File: config.mk
export PLATFORM = sky130hd
export DESIGN_NAME = cfg_req_width_adapter
export DESIGN_NICKNAME = d
export VERILOG_FILES = /design/src/rtl/cfg_req_width_adapter.sv
export SDC_FILE = /design/constraint.sdc
export NUM_CORES = 1
export LEC_CHECK = 0
export ABC_AREA = 1
export CAP_MARGIN = 20
export CORE_MARGIN = 2
export CORE_UTILIZATION = 30
export CTS_BUF_LIST = sky130_fd_sc_hd__clkbuf_8
export DETAILED_ROUTE_END_ITERATION = 8
export PLACE_DENSITY = 0.57
export SYNTH_ARGS = -nofsm -noshare
export SYNTH_HDL_FRONTEND = slang
export SYNTH_SLANG_ARGS = --single-unit
File: constraint.sdc
create_clock -name clk -period 2.15 [get_ports clk]
set_input_delay 0.43 -clock clk [delete_from_list [all_inputs] [get_ports clk]]
set_output_delay 0.43 -clock clk [all_outputs]
set_load 0.03 [all_outputs]
File: src/rtl/cfg_req_width_adapter.sv
// -----------------------------------------------------------------------------
// cfg_req_width_adapter
//
// Bridges one wide config request (UP_DW data) onto a narrow config target bus
// (DN_DW data) as up to RATIO = UP_DW/DN_DW sequential narrow requests. Beats
// whose byte-enable slice is all zero are skipped. The narrow acks are merged
// into a single wide ack: miss is OR-ed, SAI success is AND-ed, and read data
// is assembled lane by lane. A per-beat timeout turns a missing ack into a miss.
//
// Ports:
//   clk, reset                 clock, synchronous active-high reset
//   up_req_*                   wide request (valid/ready handshake)
//   up_ack_*                   one-cycle merged wide ack
//   dn_req_*                   one-cycle narrow request per issued beat
//   dn_ack_*                   narrow ack (any valid/miss bit counts as an ack)
//   timeout_err                one-cycle pulse when a beat times out
//
// All outputs are registered. Only one wide transaction is in flight at a time.
// -----------------------------------------------------------------------------
module cfg_req_width_adapter #(
    parameter int unsigned UP_DW   = 64,
    parameter int unsigned DN_DW   = 32,
    parameter int unsigned ADDR_W  = 48,
    parameter int unsigned TIMEOUT = 255
) (
    input  logic                 clk,
    input  logic                 reset,

    input  logic                 up_req_valid,
    output logic                 up_req_ready,
    input  logic [3:0]           up_req_opcode,
    input  logic [ADDR_W-1:0]    up_req_addr,
    input  logic [UP_DW/8-1:0]   up_req_be,
    input  logic [UP_DW-1:0]     up_req_data,
    input  logic [7:0]           up_req_sai,
    input  logic [7:0]           up_req_fid,
    input  logic [2:0]           up_req_bar,

    output logic                 up_ack_valid,
    output logic                 up_ack_read_valid,
    output logic                 up_ack_read_miss,
    output logic                 up_ack_write_valid,
    output logic                 up_ack_write_miss,
    output logic                 up_ack_sai_successfull,
    output logic [UP_DW-1:0]     up_ack_data,

    output logic                 dn_req_valid,
    output logic [3:0]           dn_req_opcode,
    output logic [ADDR_W-1:0]    dn_req_addr,
    output logic [DN_DW/8-1:0]   dn_req_be,
    output logic [DN_DW-1:0]     dn_req_data,
    output logic [7:0]           dn_req_sai,
    output logic [7:0]           dn_req_fid,
    output logic [2:0]           dn_req_bar,

    input  logic                 dn_ack_read_valid,
    input  logic                 dn_ack_read_miss,
    input  logic                 dn_ack_write_valid,
    input  logic                 dn_ack_write_miss,
    input  logic                 dn_ack_sai_successfull,
    input  logic [DN_DW-1:0]     dn_ack_data,

    output logic                 timeout_err
);

    localparam int unsigned RATIO  = UP_DW / DN_DW;
    localparam int unsigned UP_BE  = UP_DW / 8;
    localparam int unsigned DN_BE  = DN_DW / 8;
    localparam int unsigned DN_SH  = $clog2(DN_BE);
    localparam int unsigned BEAT_W = (RATIO > 1) ? $clog2(RATIO) : 1;
    localparam int unsigned TO_W   = (TIMEOUT > 1) ? $clog2(TIMEOUT) : 1;

    localparam logic [BEAT_W-1:0] LAST_BEAT = BEAT_W'(RATIO - 1);
    localparam logic [TO_W-1:0]   TO_LAST   = TO_W'((TIMEOUT == 0) ? 0 : TIMEOUT - 1);
    // Clears the byte-offset bits so beats start at the wide-aligned base.
    localparam logic [ADDR_W-1:0] ALIGN_MASK = ~ADDR_W'(UP_BE - 1);

    typedef enum logic [1:0] {
        StIdle,
        StIssue,
        StWait,
        StResp
    } state_e;

    state_e            state_q, state_d;
    logic [BEAT_W-1:0] beat_q, beat_d;
    logic [TO_W-1:0]   to_cnt_q, to_cnt_d;

    // Captured request
    logic [3:0]        op_q, op_d;
    logic [ADDR_W-1:0] addr_q, addr_d;
    logic [UP_BE-1:0]  be_q, be_d;
    logic [UP_DW-1:0]  data_q, data_d;
    logic [7:0]        sai_q, sai_d;
    logic [7:0]        fid_q, fid_d;
    logic [2:0]        bar_q, bar_d;

    // Ack accumulators
    logic              acc_miss_q, acc_miss_d;
    logic              acc_sai_q, acc_sai_d;
    logic [UP_DW-1:0]  acc_data_q, acc_data_d;

    logic              is_rd;
    logic              last_beat;
    logic              ack_any;
    logic              beat_miss;
    logic              advance;
    logic              resp_fire;
    logic              timeout_fire;
    logic [DN_BE-1:0]  cur_be;

    // Next-beat view used to register the narrow request alongside the state
    logic [DN_BE-1:0]  nxt_be;
    logic [DN_DW-1:0]  nxt_data;
    logic [ADDR_W-1:0] nxt_addr;
    logic              dn_fire;

    assign is_rd     = ~op_q[0];
    assign last_beat = (beat_q == LAST_BEAT);
    assign ack_any   = dn_ack_read_valid | dn_ack_read_miss |
                       dn_ack_write_valid | dn_ack_write_miss;
    assign beat_miss = dn_ack_read_miss | dn_ack_write_miss;
    assign cur_be    = DN_BE'(be_q >> (32'(beat_q) * DN_BE));

    // -------------------------------------------------------------------------
    // Next-state logic
    // -------------------------------------------------------------------------
    always_comb begin
        state_d      = state_q;
        beat_d       = beat_q;
        to_cnt_d     = to_cnt_q;
        op_d         = op_q;
        addr_d       = addr_q;
        be_d         = be_q;
        data_d       = data_q;
        sai_d        = sai_q;
        fid_d        = fid_q;
        bar_d        = bar_q;
        acc_miss_d   = acc_miss_q;
        acc_sai_d    = acc_sai_q;
        acc_data_d   = acc_data_q;
        advance      = 1'b0;
        resp_fire    = 1'b0;
        timeout_fire = 1'b0;

        case (state_q)
            StIdle: begin
                // up_req_ready is the registered handshake output itself
                if (up_req_valid && up_req_ready) begin
                    op_d       = up_req_opcode;
                    addr_d     = up_req_addr;
                    be_d       = up_req_be;
                    data_d     = up_req_data;
                    sai_d      = up_req_sai;
                    fid_d      = up_req_fid;
                    bar_d      = up_req_bar;
                    beat_d     = '0;
                    acc_miss_d = 1'b0;
                    acc_sai_d  = 1'b1;
                    acc_data_d = '0;
                    state_d    = StIssue;
                end
            end

            StIssue: begin
                if (cur_be == '0) begin
                    // Empty slice: nothing to send, move on one beat per cycle
                    advance = 1'b1;
                end else begin
                    // The request pulse is already on the bus this cycle
                    to_cnt_d = '0;
                    state_d  = StWait;
                end
            end

            StWait: begin
                if (ack_any) begin
                    acc_miss_d = acc_miss_q | beat_miss;
                    acc_sai_d  = acc_sai_q & dn_ack_sai_successfull;
                    if (is_rd && !beat_miss) begin
                        acc_data_d = acc_data_q |
                                     (UP_DW'(dn_ack_data) << (32'(beat_q) * DN_DW));
                    end
                    advance = 1'b1;
                end else if ((TIMEOUT != 0) && (to_cnt_q == TO_LAST)) begin
                    timeout_fire = 1'b1;
                    acc_miss_d   = 1'b1;
                    advance      = 1'b1;
                end else begin
                    to_cnt_d = to_cnt_q + TO_W'(1);
                end
            end

            StResp: begin
                resp_fire = 1'b1;
                state_d   = StIdle;
            end

            default: state_d = StIdle;
        endcase

        if (advance) begin
            if (last_beat) begin
                state_d = StResp;
            end else begin
                beat_d  = beat_q + BEAT_W'(1);
                state_d = StIssue;
            end
        end
    end

    // Narrow request for the beat the FSM is about to sit on, so dn_req_valid
    // is high exactly during the ISSUE cycle of a non-empty beat.
    always_comb begin
        nxt_be   = DN_BE'(be_d >> (32'(beat_d) * DN_BE));
        nxt_data = DN_DW'(data_d >> (32'(beat_d) * DN_DW));
        nxt_addr = (addr_d & ALIGN_MASK) + (ADDR_W'(beat_d) << DN_SH);
        dn_fire  = (state_d == StIssue) && (nxt_be != '0);
    end

    // -------------------------------------------------------------------------
    // State and captured request
    // -------------------------------------------------------------------------
    always_ff @(posedge clk) begin
        if (reset) begin
            state_q    <= StIdle;
            beat_q     <= '0;
            to_cnt_q   <= '0;
            op_q       <= '0;
            addr_q     <= '0;
            be_q       <= '0;
            data_q     <= '0;
            sai_q      <= '0;
            fid_q      <= '0;
            bar_q      <= '0;
            acc_miss_q <= 1'b0;
            acc_sai_q  <= 1'b0;
            acc_data_q <= '0;
        end else begin
            state_q    <= state_d;
            beat_q     <= beat_d;
            to_cnt_q   <= to_cnt_d;
            op_q       <= op_d;
            addr_q     <= addr_d;
            be_q       <= be_d;
            data_q     <= data_d;
            sai_q      <= sai_d;
            fid_q      <= fid_d;
            bar_q      <= bar_d;
            acc_miss_q <= acc_miss_d;
            acc_sai_q  <= acc_sai_d;
            acc_data_q <= acc_data_d;
        end
    end

    // -------------------------------------------------------------------------
    // Registered outputs
    // -------------------------------------------------------------------------
    always_ff @(posedge clk) begin
        if (reset) begin
            up_req_ready           <= 1'b0;
            up_ack_valid           <= 1'b0;
            up_ack_read_valid      <= 1'b0;
            up_ack_read_miss       <= 1'b0;
            up_ack_write_valid     <= 1'b0;
            up_ack_write_miss      <= 1'b0;
            up_ack_sai_successfull <= 1'b0;
            up_ack_data            <= '0;
            dn_req_valid           <= 1'b0;
            dn_req_opcode          <= '0;
            dn_req_addr            <= '0;
            dn_req_be              <= '0;
            dn_req_data            <= '0;
            dn_req_sai             <= '0;
            dn_req_fid             <= '0;
            dn_req_bar             <= '0;
            timeout_err            <= 1'b0;
        end else begin
            up_req_ready           <= (state_d == StIdle);

            up_ack_valid           <= resp_fire;
            up_ack_read_valid      <= resp_fire & is_rd & ~acc_miss_q;
            up_ack_read_miss       <= resp_fire & is_rd & acc_miss_q;
            up_ack_write_valid     <= resp_fire & ~is_rd & ~acc_miss_q;
            up_ack_write_miss      <= resp_fire & ~is_rd & acc_miss_q;
            up_ack_sai_successfull <= resp_fire & acc_sai_q;
            up_ack_data            <= (resp_fire && is_rd) ? acc_data_q : '0;

            dn_req_valid           <= dn_fire;
            dn_req_opcode          <= dn_fire ? op_d     : '0;
            dn_req_addr            <= dn_fire ? nxt_addr : '0;
            dn_req_be              <= dn_fire ? nxt_be   : '0;
            dn_req_data            <= dn_fire ? nxt_data : '0;
            dn_req_sai             <= dn_fire ? sai_d    : '0;
            dn_req_fid             <= dn_fire ? fid_d    : '0;
            dn_req_bar             <= dn_fire ? bar_d    : '0;

            timeout_err            <= timeout_fire;
        end
    end

endmodule

## Word level (Yosys, flattened, before mapping)

Cells that the tools add are included.

- Bits of input ports: 183
- Word-level logic and storage cells: 131
- Output and inout bits: 180
- Register bits after elaboration: 400

- $add $sub $neg: 3
- Muxes and demuxes: 43
- Equality and inequality tests: 12
- Shift-type cells: 4
- Bitwise operators: 19
- Reductions and logical operators: 19

Operators with widths:

| cell | number |
|---|---|
| $mux W64 | 5 |
| $pmux W64 S2 | 1 |
| $mux W48 | 2 |
| $mux W8 | 9 |
| $or A64 B64 Y64 | 1 |
| $shl A32 B6 Y64 | 1 |
| $shr A64 B6 Y32 | 1 |
| $add A48 B3 Y48 | 1 |
| $pmux W8 S2 | 1 |
| $shr A8 B3 Y4 | 2 |
| $mux W1 | 13 |
| $ne A2 B2 Y1 const B | 6 |
| $add A8 B1 Y8 const B | 1 |
| $and A1 B1 Y1 | 8 |
| $eq A8 B8 Y1 const B | 1 |
| $mux W2 | 4 |
| $mux W4 | 2 |
| $reduce_and A4 Y1 | 2 |
| $mux W3 | 2 |
| $pmux W1 S2 | 3 |
| $pmux W2 S3 | 1 |
| $reduce_and A3 Y1 | 2 |
| $not A1 Y1 | 5 |
| $or A1 B1 Y1 | 5 |
| 13 further kinds | 21 |

## Logic depth before layout (Yosys ltp)

Gate-level depths: netlist of the first run.

- Depth in word-level cells: 11
- Gate-level depth with buffers: 18
- Depth with buffers taken out: 16

## Least setup slack after synthesis of the first run

Ideal clock, no wire load.

- Path kind: register -> register
- Start point: reg state_q[0]
- End point: reg dn_req_sai[5]
- Setup time: 0.123 ns
- Stages on the path, launching flop included: 17
- Path buffers: 3
- Arrival: 2.013 ns
- Slack: 0.014 ns
- Period minus slack after synthesis: 2.136 ns
- Required time: 2.027 ns
- Cells stage by stage: dfxtp_1 inv_1 ha_1 inv_2 nor2_2 buf_2 or2_2 o21ai_1 inv_1 nand2_1 nand2_1 nor2_1 nand2_2 nand2_4 buf_6 buf_12 nor2_4

- Cells in the longest elaborated chain, start to end: 9
- Elaborated cells on any way between the ends: 20
- Classes of those cells: eq/ne (4); shift (1); mux (10); bitwise (1); reduce/logical (4)

RTL lines:

| what | RTL line | source |
|---|---|---|
| start: declaration | 85 | `state_e state_q, state_d;` |
| start signal: assignment | 226 | `state_q <= StIdle;` |
| start signal: assignment | 240 | `state_q <= state_d;` |
| $logic_not A2 Y1 | 146 | `case (state_q)` |
| $mux W1 | 146 |  |
| $mux W1 | 203 | `if (last_beat) begin` |
| $mux W1 | 202 | `if (advance) begin` |
| $shr A8 B3 Y4 | 215 | `nxt_be = DN_BE'(be_d >> (32'(beat_d) * DN_BE));` |
| $reduce_bool A4 Y1 | 218 | `dn_fire = (state_d == StIssue) && (nxt_be != '0);` |
| $logic_and A1 B1 Y1 | 218 |  |
| $not A1 Y1 (no source line) | n/a |  |
| $reduce_or A2 Y1 (no source line) | n/a |  |
| end signal: assignment | 294 | `dn_req_sai <= dn_fire ? sai_d : '0;` |
| end: declaration | 52 | `output logic [7:0] dn_req_sai,` |

Parallel ways exist; a longest one is shown, timed or not.
A chain may end at the register's enable or synchronous reset.

## Worst setup path in the final report of the first run

- Start point: reg to_cnt_q[0]
- End point: reg dn_req_addr[14]

- Cells in the longest elaborated chain, start to end: 10
- Elaborated cells on any way between the ends: 13
- Classes of those cells: add/sub (1); eq/ne (2); shift (1); mux (5); bitwise (1); reduce/logical (3)

RTL lines:

| what | RTL line | source |
|---|---|---|
| start: declaration | 87 | `logic [TO_W-1:0] to_cnt_q, to_cnt_d;` |
| start signal: assignment | 242 | `to_cnt_q <= to_cnt_d;` |
| $eq A8 B8 Y1 * | 185 | `end else if ((TIMEOUT != 0) && (to_cnt_q == TO_LAST)) begin` |
| $mux W1 * | 185 |  |
| $mux W1 * | 177 | `if (ack_any) begin` |
| $pmux W1 S2 * | 146 |  |
| branches (longest 6 deep; another with $add A48 B3 Y48) | n/a |  |
| end signal: assignment | 291 | `dn_req_addr <= dn_fire ? nxt_addr : '0;` |
| end: declaration | 49 | `output logic [ADDR_W-1:0] dn_req_addr,` |

Every way passes the cells marked *.

==> qor.txt, run 1 <==
Adder-Cell Fraction of Synth Area: 0.00569
WHS: 258 ps
initial drt markers: 376
worst-skew pair later-pin latency: 630 ps
total CTS buffers: 72
DRT Pass-1 Iters: 4
Final Hold Viols: 0
count of final setup violators: 0
port buffer count: 357
Via density: 4.15
Worst Tran Pin Value: 733 ps
Power Density: 1140 mW/mm²
Mean Syn Cell Area: 9.63 µm²
synthesis-to-layout area growth: 53.0%
mux share of post-synthesis cell area: 0.0994
Crit-path slowest cell: dfxtp_2
CTS tree: built
Cell Chain, Critical Path: inv_2 -> ha_2 -> nand2_1 -> nor2_1 -> nand2_1 -> nand2_1 -> nand2_2 -> nand2_2 -> nand3_4 -> buf_6 -> nand3_2 -> nand2_2 -> nor2_2 -> nand2_2 -> nand2_8 -> buf_12 -> clkbuf_16 -> nor2_1
RD Place Congestion: 0.773
Synth Area in Simple Gates: 0.179
Leak: 7.74 nW
top cells by count, synth: dfxtp_1, nor2_1, inv_1, mux2i_1, nand2_1
first-pass GRT wire length: 54.3 mm
Setup crit start kind: flip-flop
WP data arrival: 2640 ps
Routed Antenna Nets: 0
largest net degree at the start of global routing: 147
Vias: 10400
Die X: 214 µm
number of synthesized flops with an enable pin: 0
total power: 23.0 mW
Root Driver: clkbuf_8
endpoint class of the critical path: flip-flop
Multi-input gate area: 0.00457 mm²
Hold/Removal Path Class: in -> reg
Die Span Y: 214 µm
dpl cells: 2334
WL final: 36.6 mm
fraction of registers with async set/reset: 0
ratio of cells with drive above 1 in the final layout: 0.192
# fillers: 4121
initial antenna violation count: 6
gr ovfl total: 0
Worst slew margin: 0.511
Synth Flop Type: dfxtp_1
DP Wirelength: 24.2 mm
routed len/inst: 14.7 µm
Nets: 2038
most used cell, CP: nand2_2
top-count cell post-synth: dfxtp_1
complex-gate fraction of the synthesized area: 0.0491
Synth area leaders: dfxtp_1, mux2i_1, nor2_1
Yosys top cell area share: 0.599
largest stage delay on the critical path: 320 ps
vias in the first global route: 10200
post-synth cell types: 33
crit path kind: reg -> reg
Non-Filler Instances: 2492
worst vdd ir: 589 µV
xor-xnor portion of the synthesized cell area: 0
Max Clock Skew: 26.5 ps
status: finished, final reports clean
Layout Utilization: 0.467
Clk pin slew, worst setup/hold paths: 60 ps
FF/Latch Area: 0.00791 mm²
drt drc: 0
Yosys top cell by area: dfxtp_1
Rows: 76
Post-Syn Instances: 1371
max cap viols: 0
die area: 0.0457 mm²
clk sink count: 395
Max FO, Critical Path: 8
fin worst setup slack: 3.26 ps
Tcrit/Tclk final: 0.998
largest family of logic cells by synthesized area: simple AND/OR/NAND/NOR gates
Tot GR Track Use: 0.154
worst-case clock buffer depth: 3
worst slack, placed: -554 ps
core area: 0.0433 mm²
minimum clock period after layout: 2150 ps
RSZ-0062 raised after global routing: true
H-tree depth: 3
Ports: 363
Slew Viols, Final: 0
YS warnings: 0
sequential area share after synthesis: 0.599
flop and latch count out of synthesis: 395
CP required: 2640 ps
Post-Synthesis Cell Area: 0.0132 mm²
starting density of the core: 0.305
Fmax: 466 MHz
==> registers in the layout (all words and copies together), names as in the netlist, 2 cells and up <==
signal	count
dn_req_be	4
to_cnt_q	8
dn_req_opcode	4
op_q	4
be_q	8
acc_data_q	64
addr_q	45
dn_req_bar	3
fid_q	8
dn_req_addr	46
bar_q	3
up_ack_data	64
data_q	64
dn_req_data	32
dn_req_sai	8
state_q	2
sai_q	8
dn_req_fid	8
==> kinds of logic (layout without fill, tap and decap cells) <==
family,Yosys count,count (layout)
other,1,6
muxes,131,131
adders and majority gates,6,6
and+or+nand+nor,506,506
buffers and inverters,206,737
DFF,395,395
AOI/OAI and AO/OA,126,126
==> layer usage <==
| metal | vias to the layer above | global-route usage | wire, µm |
|---|---|---|---|
| met5 | - | 0 | 27 |
| met4 | 4 | 0.0714 | 1060 |
| met3 | 76 | 0.0577 | 2600 |
| met2 | 279 | 0.246 | 17400 |
| met1 | 4748 | 0.183 | 15500 |
| li1 | 5243 | - | - |
==> through the flow <==
step                TNS, ps  instance area (µm²)
finish                    0                20200
global route          -7980                20200
CTS                   -1570                19900
detailed placement   -82220                18100
global placement     -77670                18100
floorplan                 0                13200
==> final timing paths <==
path | startpoint | to | slack [ps] | depth (start not counted)
setup / recovery | to_cnt_q[0] | dn_req_addr[14] | 3 | 18
hold / removal | reset | state_q[1] | 260 | 3
setup reg to reg | to_cnt_q[0] | dn_req_addr[14] | 3 | 18
hold reg to reg | acc_data_q[5] | up_ack_data[5] | 430 | 2
==> worst max-delay path: cells and delay by family (launching register included) <==
kind,cells,cell delay (ps)
AND/OR/NAND/NOR,13,1000
flip-flops,1,320
buffers and inverters,4,530
adder cells (fa/ha/maj),1,150
==> cell usage in the layout (no fill, tap or decap), types with 4 or more instances in the layout <==
cell,count
dfxtp_1,392
clkdlybuf4s50_1,341
nor2_1,276
inv_1,144
mux2i_1,131
nand2_1,95
clkbuf_8,93
buf_4,79
a21oi_1,72
nor2_4,41
or2_2,36
o21ai_0,24
nor2_2,19
buf_12,19
o21ai_1,17
nand2_2,12
dlygate4sd2_1,9
nand3_1,8
clkinvlp_4,8
clkinv_2,8
buf_16,7
o21ai_2,6
clkbuf_16,6
buf_6,6
dlymetal6s2s_1,6
inv_2,5
o21a_1,5
diode_2,4
nor3_1,4
nand3_2,4
==> what timing repair did <==
action                     4_1_cts  5_1_grt
cloned                           4        8
hold buffers                     0        0
setup buffers                   13        4
pin swaps                       10        9
setup endpoints to repair      115      157
gates resized for setup         38       63
==> report_power, final <==
part           total, mW  switching [mW]  internal, mW  leakage [nW]
sequential          8.47           0.255          8.22          3.20
combinational       7.41            3.86          3.55          3.73
clock               7.16            3.13          4.02         0.811
total               23.0            7.25          15.8          7.74
==> cell type report <==
cell class,count,area share
Sequential cell,395,0.392
Timing Repair Buffer,474,0.246
Multi-Input combinational cell,771,0.226
Clock buffer,93,0.0634
Tap cell,585,0.0363
Inverter,135,0.0253
Clock inverter,35,0.0104
Antenna cell,4,0.000496
(Power assumes the default switching activity.)
==> run 2: changes to the inputs <==
--- a/config.mk
+++ b/config.mk
@@ -10,8 +10,10 @@
 export CORE_MARGIN = 2
 export CORE_UTILIZATION = 30
 export CTS_BUF_LIST = sky130_fd_sc_hd__clkbuf_8
+export CTS_CLUSTER_SIZE = 30
 export DETAILED_ROUTE_END_ITERATION = 8
 export PLACE_DENSITY = 0.57
+export SLEW_MARGIN = 20
 export SYNTH_ARGS = -nofsm -noshare
 export SYNTH_HDL_FRONTEND = slang
 export SYNTH_SLANG_ARGS = --single-unit
==> results of run 2 <==
No change in the layout: final DEF, timing and power equal those of run 1.
==> run 3: changes to the inputs <==
--- a/config.mk
+++ b/config.mk
@@ -12,7 +12,6 @@
 export CTS_BUF_LIST = sky130_fd_sc_hd__clkbuf_8
 export CTS_CLUSTER_SIZE = 30
 export DETAILED_ROUTE_END_ITERATION = 8
-export PLACE_DENSITY = 0.57
 export SLEW_MARGIN = 20
 export SYNTH_ARGS = -nofsm -noshare
 export SYNTH_HDL_FRONTEND = slang
==> run 3 against run 2 <==
The flow now finishes with violations (negative setup slack). Critical endpoint is now dn_req_addr[35]. Sequential cell count is the same. Sequential share of layout area hardly changed. Non-clock buffer count decreased by 1.
==> qor.txt, run 3 (same netlist as run 1, synthesis figures left out) <==
Rows: 76 (unchanged)
Hold/Removal Path Class: in -> reg (unchanged)
Power Density: 1140 mW/mm² (about the same)
Multi-input gate area: 0.00466 mm² (was 0.00457 mm²)
largest stage delay on the critical path: 320 ps (about the same)
initial antenna violation count: 5 (was 6)
CTS tree: built (unchanged)
Post-DP Area: 0.0180 mm² (was 0.0181 mm²)
Tcrit/Tclk final: 1.01 (was 0.998)
Worst Tran Pin Value: 715 ps (was 733 ps)
H-tree depth: 3 (unchanged)
Logic pwr share: 0.325 (was 0.322)
fin worst setup slack: -19.4 ps (was 3.26 ps)
Ports: 363 (unchanged)
Clk pin slew, worst setup/hold paths: 60 ps (about the same)
Die X: 214 µm (unchanged)
FF/Latch Area: 0.00791 mm² (unchanged)
count of final setup violators: 38 (was 0)
crit path kind: reg -> reg (unchanged)
met2 wire len: 18.2 mm (was 17.4 mm)
cell area after layout: 0.0202 mm² (about the same)
DR top layer: met5 (unchanged)
total CTS buffers: 70 (was 72)
Routed Antenna Nets: 0 (unchanged)
crit path from: state_q[1] (was to_cnt_q[0])
R2R cell count: 14 (was 18)
Crit Reg-Reg Startpoint: state_q[1] (was to_cnt_q[0])
largest net degree at the start of global routing: 147 (unchanged)
# fillers: 4111 (was 4121)
commonest non-fill, non-tap cell in the layout: dfxtp_1 (unchanged)
Final Hold Viols: 0 (unchanged)
reg-to-reg slack, setup: -20 ps (was 3 ps)
Setup crit start kind: flip-flop (unchanged)
endpoint class of the critical path: flip-flop (unchanged)
DP Wirelength: 24.3 mm (was 24.2 mm)
most frequent cells in the layout: dfxtp_1, clkdlybuf4s50_1, nor2_1 (unchanged)
clock share of power: 0.306 (was 0.311)
Crit-path slowest cell: dfxtp_2 (unchanged)
worst-case clock buffer depth: 3 (unchanged)
status: finished, violations left (was finished, final reports clean)
Crit path max-delay family: simple AND/OR/NAND/NOR gates (unchanged)
Via density: 4.19 (was 4.15)
Max Clock Skew: 26.0 ps (was 26.5 ps)
Max FO, Critical Path: 7 (was 8)
max cap viols: 0 (unchanged)
Die Span Y: 214 µm (unchanged)
core area: 0.0433 mm² (unchanged)
minimum clock period after layout: 2170 ps (was 2150 ps)
number of buffers and inverters on the critical path: 5 (was 4)
drt drc: 0 (unchanged)
CP required: 2640 ps (about the same)
port buffer count: 357 (unchanged)
Leak: 7.67 nW (was 7.74 nW)
routed len/inst: 15.1 µm (was 14.7 µm)
WHS: 254 ps (was 258 ps)
WL met1: 15.2 mm (was 15.5 mm)
worst setup path endpoint: dn_req_addr[35] (was dn_req_addr[14])
synthesis-to-layout area growth: 52.8% (was 53.0%)
Root Driver: clkbuf_8 (unchanged)
gr ovfl total: 0 (unchanged)
dpl cells: 2334 (unchanged)
initial drt markers: 477 (was 376)
P_sw: 7.34 mW (was 7.25 mW)
DRT Pass-1 Iters: 4 (unchanged)
worst-skew pair later-pin latency: 610 ps (was 630 ps)
metal3 WL: 3.06 mm (was 2.60 mm)
WP data arrival: 2660 ps (was 2640 ps)
Non-Filler Instances: 2485 (was 2492)
failing checks: negative setup slack
Tot GR Track Use: 0.156 (was 0.154)
total power: 23.0 mW (about the same)
clk sink count: 395 (unchanged)
Worst R2R End: dn_req_addr[35] (was dn_req_addr[14])
Worst slew margin: 0.523 (was 0.511)
ratio of cells with drive above 1 in the final layout: 0.201 (was 0.192)
RSZ-0062 raised after global routing: true (unchanged)
vias in the first global route: 10400 (was 10200)
worst vdd ir: 597 µV (was 589 µV)
Cell Chain, Critical Path: inv_2 -> ha_4 -> inv_2 -> nor2_4 -> clkinv_4 -> o21a_1 -> nand3_2 -> nand2_2 -> nor2_2 -> nand2_2 -> nand2_8 -> clkbuf_16 -> clkbuf_16 -> nor2_1 (was inv_2 -> ha_2 -> nand2_1 -> nor2_1 -> nand2_1 -> nand2_1 -> nand2_2 -> nand2_2 -> nand3_4 -> buf_6 -> nand3_2 -> nand2_2 -> nor2_2 -> nand2_2 -> nand2_8 -> buf_12 -> clkbuf_16 -> nor2_1)
RD Place Congestion: 0.772 (was 0.773)
Levels on crit path: 14 (was 18)
Slew Viols, Final: 0 (unchanged)
die area: 0.0457 mm² (unchanged)
Nets: 2037 (was 2038)
first-pass GRT wire length: 54.8 mm (was 54.3 mm)
starting density of the core: 0.305 (unchanged)
Vias: 10400 (about the same)
biggest registers after layout: acc_data_q x64, data_q x64, up_ack_data x64 (unchanged)
Flop pwr share: 0.368 (about the same)
hold_buf cts: 0 (unchanged)
Fmax: 461 MHz (was 466 MHz)
WL final: 37.5 mm (was 36.6 mm)
switching share of power: 0.319 (was 0.315)
internal power: 15.6 mW (was 15.8 mW)
## run 3: worst min path at each step
stage / start / end / slack (ps) / depth (start not counted)
after floorplan: acc_sai_q / up_ack_sai_successfull / 410 / 2
after global placement: acc_data_q[18] / up_ack_data[18] / 420 / 2
after detailed placement: acc_data_q[47] / up_ack_data[47] / 420 / 2
after CTS: reset / state_q[0] / 170 / 4
after global routing: reset / state_q[1] / 230 / 3
final: reset / state_q[1] / 250 / 3
## run 3: cell type report
type	count	area share
clock buffers	85	0.0580
repair inverters	1	0.000310
multi-input cells	772	0.231
repair buffers	473	0.243
well taps	585	0.0363
diodes	3	0.000372
inverters	135	0.0254
clock inverters	36	0.0128
flip-flops and latches	395	0.392
## run 3: worst min-delay path, stage by stage
cell    delay, ps
buf_4         100
inv_1         110
and2_1        180
## run 3: per-layer routing
layer	up-vias	track usage
li1	5234	-
met1	4818	0.180
met2	294	0.258
met3	73	0.0580
met4	4	0.0697
met5	-	0
## run 3: power by group through the flow
stage	Combinational [mW]	Clock [mW]	Sequential (mW)
after floorplan	3.63	0	8.92
after global placement	6.28	0	8.60
after detailed placement	6.36	0	8.62
after CTS	6.69	7.35	8.47
after global routing	8.12	7.66	8.55
final	7.48	7.04	8.47
## run 3: timing repair
action / CTS / global route
gates cloned: 2 / 13
pin swaps: 2 / 16
endpoints found under the setup margin: 115 / 136
buffers inserted: 3 / 10
gates resized for setup: 23 / 108
## run 3: through the flow
step | TNS, ps | util | setup slack (ps)
3_3_place_gp | -81370 | 0.416 | -519
3_5_place_dp | -85620 | 0.416 | -538
4_1_cts | -6080 | 0.452 | -90.8
2_1_floorplan | 0 | - | 14.4
6_report | -265 | 0.466 | -19.4
5_1_grt | -14200 | 0.466 | -173
